File: src/rtl/rx_cmd_decoder_pkg.sv
// Shared definitions for the RX command decoder: command codes (common with the TX controller),
// start-of-frame codes, ALU operand register addresses and the decoder FSM/frame types.
// No timing or backpressure of its own.
package rx_cmd_decoder_pkg;

    localparam logic [2:0] CMD_NONE    = 3'b000;
    localparam logic [2:0] CMD_WRITE   = 3'b001;
    localparam logic [2:0] CMD_READ    = 3'b010;
    localparam logic [2:0] CMD_OPERAND = 3'b011;
    localparam logic [2:0] CMD_ALU     = 3'b100;

    localparam logic [7:0] SOF_WRITE   = 8'hAA;
    localparam logic [7:0] SOF_READ    = 8'hBB;
    localparam logic [7:0] SOF_ALU_OPS = 8'hCC;
    localparam logic [7:0] SOF_ALU     = 8'hDD;

    localparam logic [7:0] OPA_ADDR    = 8'h00;
    localparam logic [7:0] OPB_ADDR    = 8'h01;

    typedef enum logic [2:0] {
        WAIT_SOF,
        GET_ADDR,
        GET_DATA,
        GET_OPA,
        GET_OPB,
        GET_FUN,
        ISSUE,
        SEQ
    } dec_state_t;

    typedef enum logic [1:0] {
        FR_WRITE,
        FR_READ,
        FR_ALU_OPS,
        FR_ALU
    } frame_t;

    function automatic logic is_get_state(input dec_state_t s);
        return (s == GET_ADDR) || (s == GET_DATA) || (s == GET_OPA) ||
               (s == GET_OPB)  || (s == GET_FUN);
    endfunction

endpackage

File: src/rtl/rx_cmd_decoder_gap_timer.sv
// Inter-byte gap timer: counts enabled idle cycles, strobes expire on the GAP_CYCLES-th one.
// Latency: expire is combinational from the registered count; clear always wins over expire.
// No backpressure; clear/enable are sampled every cycle.
module rx_gap_timer #(
    parameter int GAP_CYCLES = 2048,
    parameter int GAP_W      = 12
) (
    input  logic clk,
    input  logic rst_n,
    input  logic clr,
    input  logic en,
    output logic expire
);

    logic [GAP_W-1:0] cnt_q;

    assign expire = en && !clr && (cnt_q == GAP_W'(GAP_CYCLES - 1));

    always_ff @(posedge clk or negedge rst_n) begin
        if (!rst_n) begin
            cnt_q <= '0;
        end else if (clr || !en || expire) begin
            cnt_q <= '0;
        end else begin
            cnt_q <= cnt_q + 1'b1;
        end
    end

endmodule

File: src/rtl/rx_cmd_decoder.sv
// Collects UART RX bytes into command frames and issues 1-3 step command sequences to the TX controller.
// Latency: first step two cycles after the last byte when Ctrl_Ready is already high; all outputs registered.
// Backpressure: Ctrl_Ready gates only the first step; bytes arriving while a frame is pending are dropped.
import rx_cmd_decoder_pkg::*;

module rx_cmd_decoder #(
    parameter int DATA_W     = 8,
    parameter int GAP_CYCLES = 2048,
    parameter int GAP_W      = 12
) (
    input  logic              RXDec_CLK,
    input  logic              RXDec_RST,
    input  logic [DATA_W-1:0] RXDec_RxData,
    input  logic              RXDec_RxValid,
    input  logic              RXDec_RxErr,
    input  logic              RXDec_Ctrl_Ready,
    output logic [2:0]        RXDec_command,
    output logic [DATA_W-1:0] RXDec_Addr,
    output logic [DATA_W-1:0] RXDec_Pdata,
    output logic              RXDec_Frame_Drop
);

    dec_state_t        state_q, state_d;
    frame_t            frame_q, frame_d;
    logic [DATA_W-1:0] addr_q, addr_d;
    logic [DATA_W-1:0] data_q, data_d;
    logic [DATA_W-1:0] opb_q, opb_d;
    logic [3:0]        fun_q, fun_d;
    logic [1:0]        step_q, step_d;
    logic [2:0]        cmd_q, cmd_d;
    logic [DATA_W-1:0] oaddr_q, oaddr_d;
    logic [DATA_W-1:0] pdata_q, pdata_d;
    logic              drop_q, drop_d;
    logic              gap_expire;

    rx_gap_timer #(
        .GAP_CYCLES (GAP_CYCLES),
        .GAP_W      (GAP_W)
    ) u_gap_timer (
        .clk    (RXDec_CLK),
        .rst_n  (RXDec_RST),
        .clr    (RXDec_RxValid),
        .en     (is_get_state(state_q)),
        .expire (gap_expire)
    );

    always_ff @(posedge RXDec_CLK or negedge RXDec_RST) begin
        if (!RXDec_RST) begin
            state_q <= WAIT_SOF;
            frame_q <= FR_WRITE;
            addr_q  <= '0;
            data_q  <= '0;
            opb_q   <= '0;
            fun_q   <= '0;
            step_q  <= '0;
            cmd_q   <= CMD_NONE;
            oaddr_q <= '0;
            pdata_q <= '0;
            drop_q  <= 1'b0;
        end else begin
            state_q <= state_d;
            frame_q <= frame_d;
            addr_q  <= addr_d;
            data_q  <= data_d;
            opb_q   <= opb_d;
            fun_q   <= fun_d;
            step_q  <= step_d;
            cmd_q   <= cmd_d;
            oaddr_q <= oaddr_d;
            pdata_q <= pdata_d;
            drop_q  <= drop_d;
        end
    end

    always_comb begin
        state_d = state_q;
        frame_d = frame_q;
        addr_d  = addr_q;
        data_d  = data_q;
        opb_d   = opb_q;
        fun_d   = fun_q;
        step_d  = step_q;
        cmd_d   = CMD_NONE;
        oaddr_d = '0;
        pdata_d = '0;
        drop_d  = 1'b0;

        unique case (state_q)
            WAIT_SOF: begin
                step_d = '0;
                // Unknown bytes and errored bytes between frames are silently skipped.
                if (RXDec_RxValid && !RXDec_RxErr) begin
                    if (RXDec_RxData == DATA_W'(SOF_WRITE)) begin
                        frame_d = FR_WRITE;
                        state_d = GET_ADDR;
                    end else if (RXDec_RxData == DATA_W'(SOF_READ)) begin
                        frame_d = FR_READ;
                        state_d = GET_ADDR;
                    end else if (RXDec_RxData == DATA_W'(SOF_ALU_OPS)) begin
                        frame_d = FR_ALU_OPS;
                        state_d = GET_OPA;
                    end else if (RXDec_RxData == DATA_W'(SOF_ALU)) begin
                        frame_d = FR_ALU;
                        state_d = GET_FUN;
                    end
                end
            end
            GET_ADDR, GET_DATA, GET_OPA, GET_OPB, GET_FUN: begin
                if (RXDec_RxErr) begin
                    state_d = WAIT_SOF;
                    drop_d  = 1'b1;
                end else if (RXDec_RxValid) begin
                    case (state_q)
                        GET_ADDR: begin
                            addr_d  = RXDec_RxData;
                            state_d = (frame_q == FR_WRITE) ? GET_DATA : ISSUE;
                        end
                        GET_DATA: begin
                            data_d  = RXDec_RxData;
                            state_d = ISSUE;
                        end
                        GET_OPA: begin
                            data_d  = RXDec_RxData;
                            state_d = GET_OPB;
                        end
                        GET_OPB: begin
                            opb_d   = RXDec_RxData;
                            state_d = GET_FUN;
                        end
                        default: begin
                            fun_d   = RXDec_RxData[3:0];
                            state_d = ISSUE;
                        end
                    endcase
                end else if (gap_expire) begin
                    state_d = WAIT_SOF;
                    drop_d  = 1'b1;
                end
            end
            ISSUE: begin
                drop_d = RXDec_RxValid;
                if (RXDec_Ctrl_Ready) begin
                    state_d = SEQ;
                    step_d  = '0;
                end
            end
            SEQ: begin
                drop_d  = RXDec_RxValid;
                step_d  = step_q + 2'd1;
                state_d = WAIT_SOF;
                unique case (frame_q)
                    FR_WRITE: begin
                        cmd_d   = CMD_WRITE;
                        oaddr_d = addr_q;
                        pdata_d = data_q;
                    end
                    FR_READ: begin
                        cmd_d   = CMD_READ;
                        oaddr_d = addr_q;
                    end
                    FR_ALU_OPS: begin
                        case (step_q)
                            2'd0: begin
                                cmd_d   = CMD_OPERAND;
                                oaddr_d = DATA_W'(OPA_ADDR);
                                pdata_d = data_q;
                                state_d = SEQ;
                            end
                            2'd1: begin
                                cmd_d   = CMD_WRITE;
                                oaddr_d = DATA_W'(OPB_ADDR);
                                pdata_d = opb_q;
                                state_d = SEQ;
                            end
                            default: begin
                                cmd_d   = CMD_ALU;
                                pdata_d = DATA_W'(fun_q);
                            end
                        endcase
                    end
                    FR_ALU: begin
                        cmd_d   = CMD_ALU;
                        pdata_d = DATA_W'(fun_q);
                    end
                endcase
            end
            default: state_d = WAIT_SOF;
        endcase
    end

    assign RXDec_command    = cmd_q;
    assign RXDec_Addr       = oaddr_q;
    assign RXDec_Pdata      = pdata_q;
    assign RXDec_Frame_Drop = drop_q;

endmodule

File: config.mk
export PLATFORM = sky130hd
export DESIGN_NAME = rx_cmd_decoder
export DESIGN_NICKNAME = d
export VERILOG_FILES = /design/src/rtl/rx_cmd_decoder_pkg.sv /design/src/rtl/rx_cmd_decoder_gap_timer.sv /design/src/rtl/rx_cmd_decoder.sv
export SDC_FILE = /design/constraint.sdc
export NUM_CORES = 1
export LEC_CHECK = 0
export ABC_AREA = 0
export ABC_CLOCK_PERIOD_IN_PS = 2800
export BUFFER_PORTS_ARGS = -buffer_cell sky130_fd_sc_hd__buf_4
export CORE_MARGIN = 1
export CORE_UTILIZATION = 35
export DETAILED_ROUTE_END_ITERATION = 16
export HOLD_SLACK_MARGIN = 0.1
export PLACE_DENSITY = 0.63
export SLEW_MARGIN = 30
export SYNTH_ARGS = -nofsm -noshare
export SYNTH_HDL_FRONTEND = slang
export SYNTH_SLANG_ARGS = --single-unit
File: constraint.sdc
create_clock -name RXDec_CLK -period 2.8 [get_ports RXDec_CLK]
set_input_delay 0.56 -clock RXDec_CLK [delete_from_list [all_inputs] [get_ports RXDec_CLK]]
set_output_delay 0.56 -clock RXDec_CLK [all_outputs]
set_load 0.02 [all_outputs]
# Word-level counts from Yosys, hierarchy flattened
# Cells that the tools add are included.
[classes]
eq_ne = 20
addsub = 2
n_bitwise = 2
muxes = 34
reduce_logical = 30
[ops]
columns = ["operator", "n"]
rows = [
  ["two-way mux 3 bit", 13],
  ["equality test 8 bit, second input constant", 4],
  ["case mux 8 bit (2 select lines)", 2],
  ["case mux 3 bit (4 select lines)", 2],
  ["case mux 8 bit (3 select lines)", 1],
  ["AND reduction 4 bit", 5],
  ["two-way mux 8 bit", 2],
  ["adder 12 x 1 -> 12 bit, second input constant", 1],
  ["equality test 12 x 11 -> 1 bit, second input constant", 1],
  ["equality test 3 bit, second input constant", 4],
  ["two-way mux 12 bit", 1],
  ["two-way mux 2 bit", 5],
  ["case mux 3 bit (3 select lines)", 1],
  ["OR reduction 2 bit", 4],
  ["equality test 3 x 2 -> 1 bit, second input constant", 2],
  ["logical OR 1 bit", 6],
  ["case mux 2 bit (3 select lines)", 1],
  ["case mux 3 bit (2 select lines)", 1],
  ["inequality test 5 bit, second input constant", 1],
  ["OR reduction 5 bit", 1],
  ["equality test 2 x 1 -> 1 bit, second input constant", 2],
  ["equality test 2 bit, second input constant", 2],
  ["zero test 2 bit", 2],
  ["two-way mux 1 bit", 4],
  ["other kinds (14)", 20],
]
[totals]
reg_bits = 67
word_cells = 100
out_inout_bits = 20

# Depth between registers and ports, before layout
[logic_depth]
word_depth = 11
ltp_mapped = 9

# Modules after synthesis
# Synthesis repeated with hierarchy kept, for this count alone.
[unflattened]
cells_unflattened = 257
area_unflattened_um2 = 3054.2
[modules_own_cells]
columns = ["mod", "seq_area_each_um2", "n_inst", "area_each_um2", "cells_per_inst"]
rows = [
  ["rx_cmd_decoder", 1376.3, 1, 2424.8, 195],
  ["rx_gap_timer", 300.3, 1, 629.4, 62],
]

# Least setup slack after synthesis
# OpenSTA, ideal clock, no wires.
[synth_path]
path_kind = "reg-to-reg"
start = "reg state_q[1]"
end = "reg state_q[1]"
slack_ns = 0.661
setup_ns = 0.125
path_stages_with_launch = 10
required_time_ns = 2.675
period_less_slack_ns = 2.139
arrival_ns = 2.014
cell_sequence = "dfrtp_1 -> buf_6 -> and2_1 -> buf_6 -> or3_1 -> buf_2 -> or2_1 -> buf_6 -> o21ai_4 -> mux2_4"
[synth_between]
elab_chain_len = 9
elab_cells_between_ends = 24
cone_classes = "eq/ne (11); mux (4); reduce/logical (9)"
[synth_rtl]
columns = ["item", "line_no", "rtl"]
rows = [
  ["start: declaration", "rx_cmd_decoder.sv:23", "dec_state_t state_q, state_d;"],
  ["start signal: assignment", "rx_cmd_decoder.sv:61", "state_q <= state_d;"],
  ["equality test 3 x 1 -> 1 bit / equality test 3 x 2 -> 1 bit (equally long branches)", "rx_cmd_decoder_pkg.sv:39, rx_cmd_decoder.sv:88, rx_cmd_decoder.sv:113", ""],
  ["logical OR 1 bit (3 in a row)", "rx_cmd_decoder_pkg.sv:39", "return (s == GET_ADDR) || (s == GET_DATA) || (s == GET_OPA) ||"],
  ["logical OR 1 bit", "rx_cmd_decoder_pkg.sv:40", "(s == GET_OPB) || (s == GET_FUN);"],
  ["logical AND 1 bit (2 in a row)", "rx_cmd_decoder_gap_timer.sv:17", "assign expire = en && !clr && (cnt_q == GAP_W'(GAP_CYCLES - 1));"],
  ["inequality test 4 x 3 -> 1 bit (no line)", "n/a", ""],
  ["AND reduction 4 bit (no line)", "n/a", ""],
]
# Several ways; a longest one is shown, not always the timed one.
# A chain may end at the register's enable or synchronous reset.

# Final worst setup path
# Same ends and word-level chain as after synthesis.

==> results by group <==
Placed design
  – Place WS: 499 ps
  – Hpwl dp: 4.06 mm
  – Placer Congestion: 0.772
  – I/O Buffers: 32

Cells and area
  – Nets: 301
  – Commonest non-fill, non-tap cells in the layout: dfrtp_1 (67), buf_4 (36), mux2_2 (28), nor2_1 (27), and2_1 (12)
  – Layout cells sized above 1: 28.6%
  – Area growth, synth to finish: 16.5%
  – Antenna Diode Count: 0
  – Most common cell after layout, fill and taps aside: dfrtp_1

Synthesis
  – Syn_nets: 264
  – Synth Cell Area: 0.00294 mm^2
  – Cells after Synth: 247
  – Synth area leader: dfrtp_1
  – Distinct cell type count after synthesis: 42
  – Largest cells by area after synthesis: dfrtp_1 (57%), mux2_2 (11%), nor2_1 (3.4%)
  – Number of synthesized register bits: 67
  – Syn avg cell area: 11.9 um^2
  – EDFF count, synth: 0
  – Syn. warnings: 0
  – Post-synth top area share: 57.0%
  – Primary FF master, synth: dfrtp_1
  – Seq/Total Area, Yosys: 57.0%
  – Asr flop ratio synth: 100%

Clock tree
  – # resized after CTS: 0
  – CTS root buf: clkbuf_8
  – Clk slew on worst S/H paths: 70 ps
  – Clock buffer depth: 2
  – CTS sink count: 67
  – Hold-fix buffers, CTS: 0
  – H-Tree Depth: 3
  – Clk_lat worst skew: 330 ps
  – TritonCTS clock tree: yes
  – Setup Buffers After CTS: 0
  – Num CTS Buffers: 9

Timing
  – Worst clock skew: 6.79 ps
  – TNS Setup: 0 ps
  – Max Fclk: 0.443 GHz
  – Final Setup Violations: 0
  – Final hold vios: 0
  – Worst Tran Pin Value: 819 ps
  – Fin. max-slew vios: 0
  – Tcrit/Tclk final: 80.6%
  – Final worst path period need: 2260 ps
  – Setup ws final: 543 ps
  – Slew HR: 45.4%
  – RSZ-0062 raised after global routing: no

Global route
  – Initial antenna violation count: 0
  – Vias in the first global route: 1,949
  – First-pass GRT wire length: 9.49 mm
  – GRT Total Usage: 14.4%
  – Gr ovfl total: 0
  – Largest net degree at the start of global routing: 68

Worst setup path
  – R2R depth: 5
  – Max FO, Critical Path: 10
  – R2R Setup Slk: 540 ps
  – CP required: 3020 ps
  – Worst setup path category: reg2reg
  – Arrival @ worst endpoint: 2470 ps
  – Crit path capture type: flip-flop
  – Startpoint Class: flip-flop

Drt
  – Drt drc: 0
  – Drt pass-1 iters: 4
  – Detail Route Antenna Nets: 0
  – Vias per inst: 4.96
  – Routed WL: 5.75 mm
  – Routed WL per cell: 14.7 um
  – Iteration-0 DRC Markers: 102
  – Vias after detailed routing: 1,945

Floorplan
  – Die area: 0.00878 mm^2
  – Cell Rows: 33
  – Core area: 0.00818 mm^2
  – Width of the die: 93.7 um
  – Die Ht: 93.7 um
  – Initial Util: 36.0%
  – # IOs: 33

Power and ir drop
  – P_leak: 0.00158 uW
  – VDD IR max: 0.413 mV
  – Power Density: 832 mW/mm^2

Outcome
  – Outcome: complete, no violations

Run
  – MaxCap Viol Count: 0

Min path
  – Hold WC Path Type: in2async
## per-stage QoR
| step | instances | hold slack [ps] | power (uW) | util [%] | cell area [um^2] |
|---|---|---|---|---|---|
| after global routing | 392 | 398 | 3040 | 41.9 | 3430 |
| final | 392 | 315 | 2850 | 41.9 | 3430 |
| after floorplan | 247 | 264 | 2030 | - | 2940 |
| after CTS | 392 | 355 | 2890 | 41.9 | 3430 |
| after global placement | 378 | 468 | 2220 | 40.1 | 3280 |
| after detailed placement | 378 | 468 | 2250 | 40.1 | 3280 |
## power breakdown
part	total [uW]	switching, uW	leakage, uW	internal, uW
Sequential	1420	185	0.000876	1240
Combinational	796	374	0.000622	421
Clock	635	330	0.0000815	305
## kinds of logic after synthesis
| family | synth area share, % |
|---|---|
| and+or+nand+nor | 14.8 |
| DFF | 57.0 |
| AOI/OAI and AO/OA | 7.95 |
| muxes | 12.4 |
| buffers and inverters | 2.89 |
| xor gates and xnor gates | 3.27 |
| adders and majority gates | 1.70 |
## worst paths after layout
| kind | endpoint | start |
|---|---|---|
| setup / recovery | state_q[1] | state_q[1] |
| hold / removal | RXDec_command[2] | RXDec_RST |
| setup reg to reg | state_q[1] | state_q[1] |
| hold reg to reg | u_gap_timer.cnt_q[0] | u_gap_timer.cnt_q[0] |
| max in group asynchronous | addr_q[7] | RXDec_RST |
| min in group RXDec_CLK | u_gap_timer.cnt_q[0] | u_gap_timer.cnt_q[0] |
## worst max-delay path: stages (launching register included)
cell and delay [ps]:
dfrtp_1 470, and2_1 280, or3_1 430, or2_1 400, o21ai_4 240, mux2_4 310
## area by class of cell
class                      count  area (um^2)
sequential                    67         1680
clock inverter                 4         20.0
tap                          105          131
fill                         788         4750
multi-input combinational    164         1180
inverter                       6         22.5
clock buffer                  10          128
timing repair buffer          36          270
## state kept, by name (all words and copies together), names as in the netlist
| name | flops |
|---|---|
| u_gap_timer.cnt_q | 12 |
| RXDec_Addr | 8 |
| RXDec_Pdata | 8 |
| addr_q | 8 |
| data_q | 8 |
| opb_q | 8 |
| fun_q | 4 |
| RXDec_command | 3 |
| state_q | 3 |
| frame_q | 2 |
| step_q | 2 |
| RXDec_Frame_Drop | 1 |
## metal layers
layer  up-vias  global-route usage [%]  wire length, um
met4         0                    6.15               92
met1       969                    19.1             2730
met3         8                    3.56              186
li1        934                       -                -
met5         -                       0                0
met2        34                    22.2             2740
## synthesized netlist by cell type, drive strengths merged, types with 2 or more instances
cell / count
a31oi: 2
nor3b: 2
xnor2: 3
nand4: 4
o21ai: 5
nand2: 11
ha: 4
dfrtp: 67
nor2b: 2
a22o: 4
a21oi: 10
buf: 5
a32oi: 4
xor2: 8
and4: 2
nand2b: 3
nor2: 27
nor4: 2
clkbuf: 5
mux2i: 2
mux2: 30
nor3: 5
nor4bb: 2
and2: 12
nand3: 5
a22oi: 2
or2: 3
inv: 6
Power figures use the tool's default switching activity.
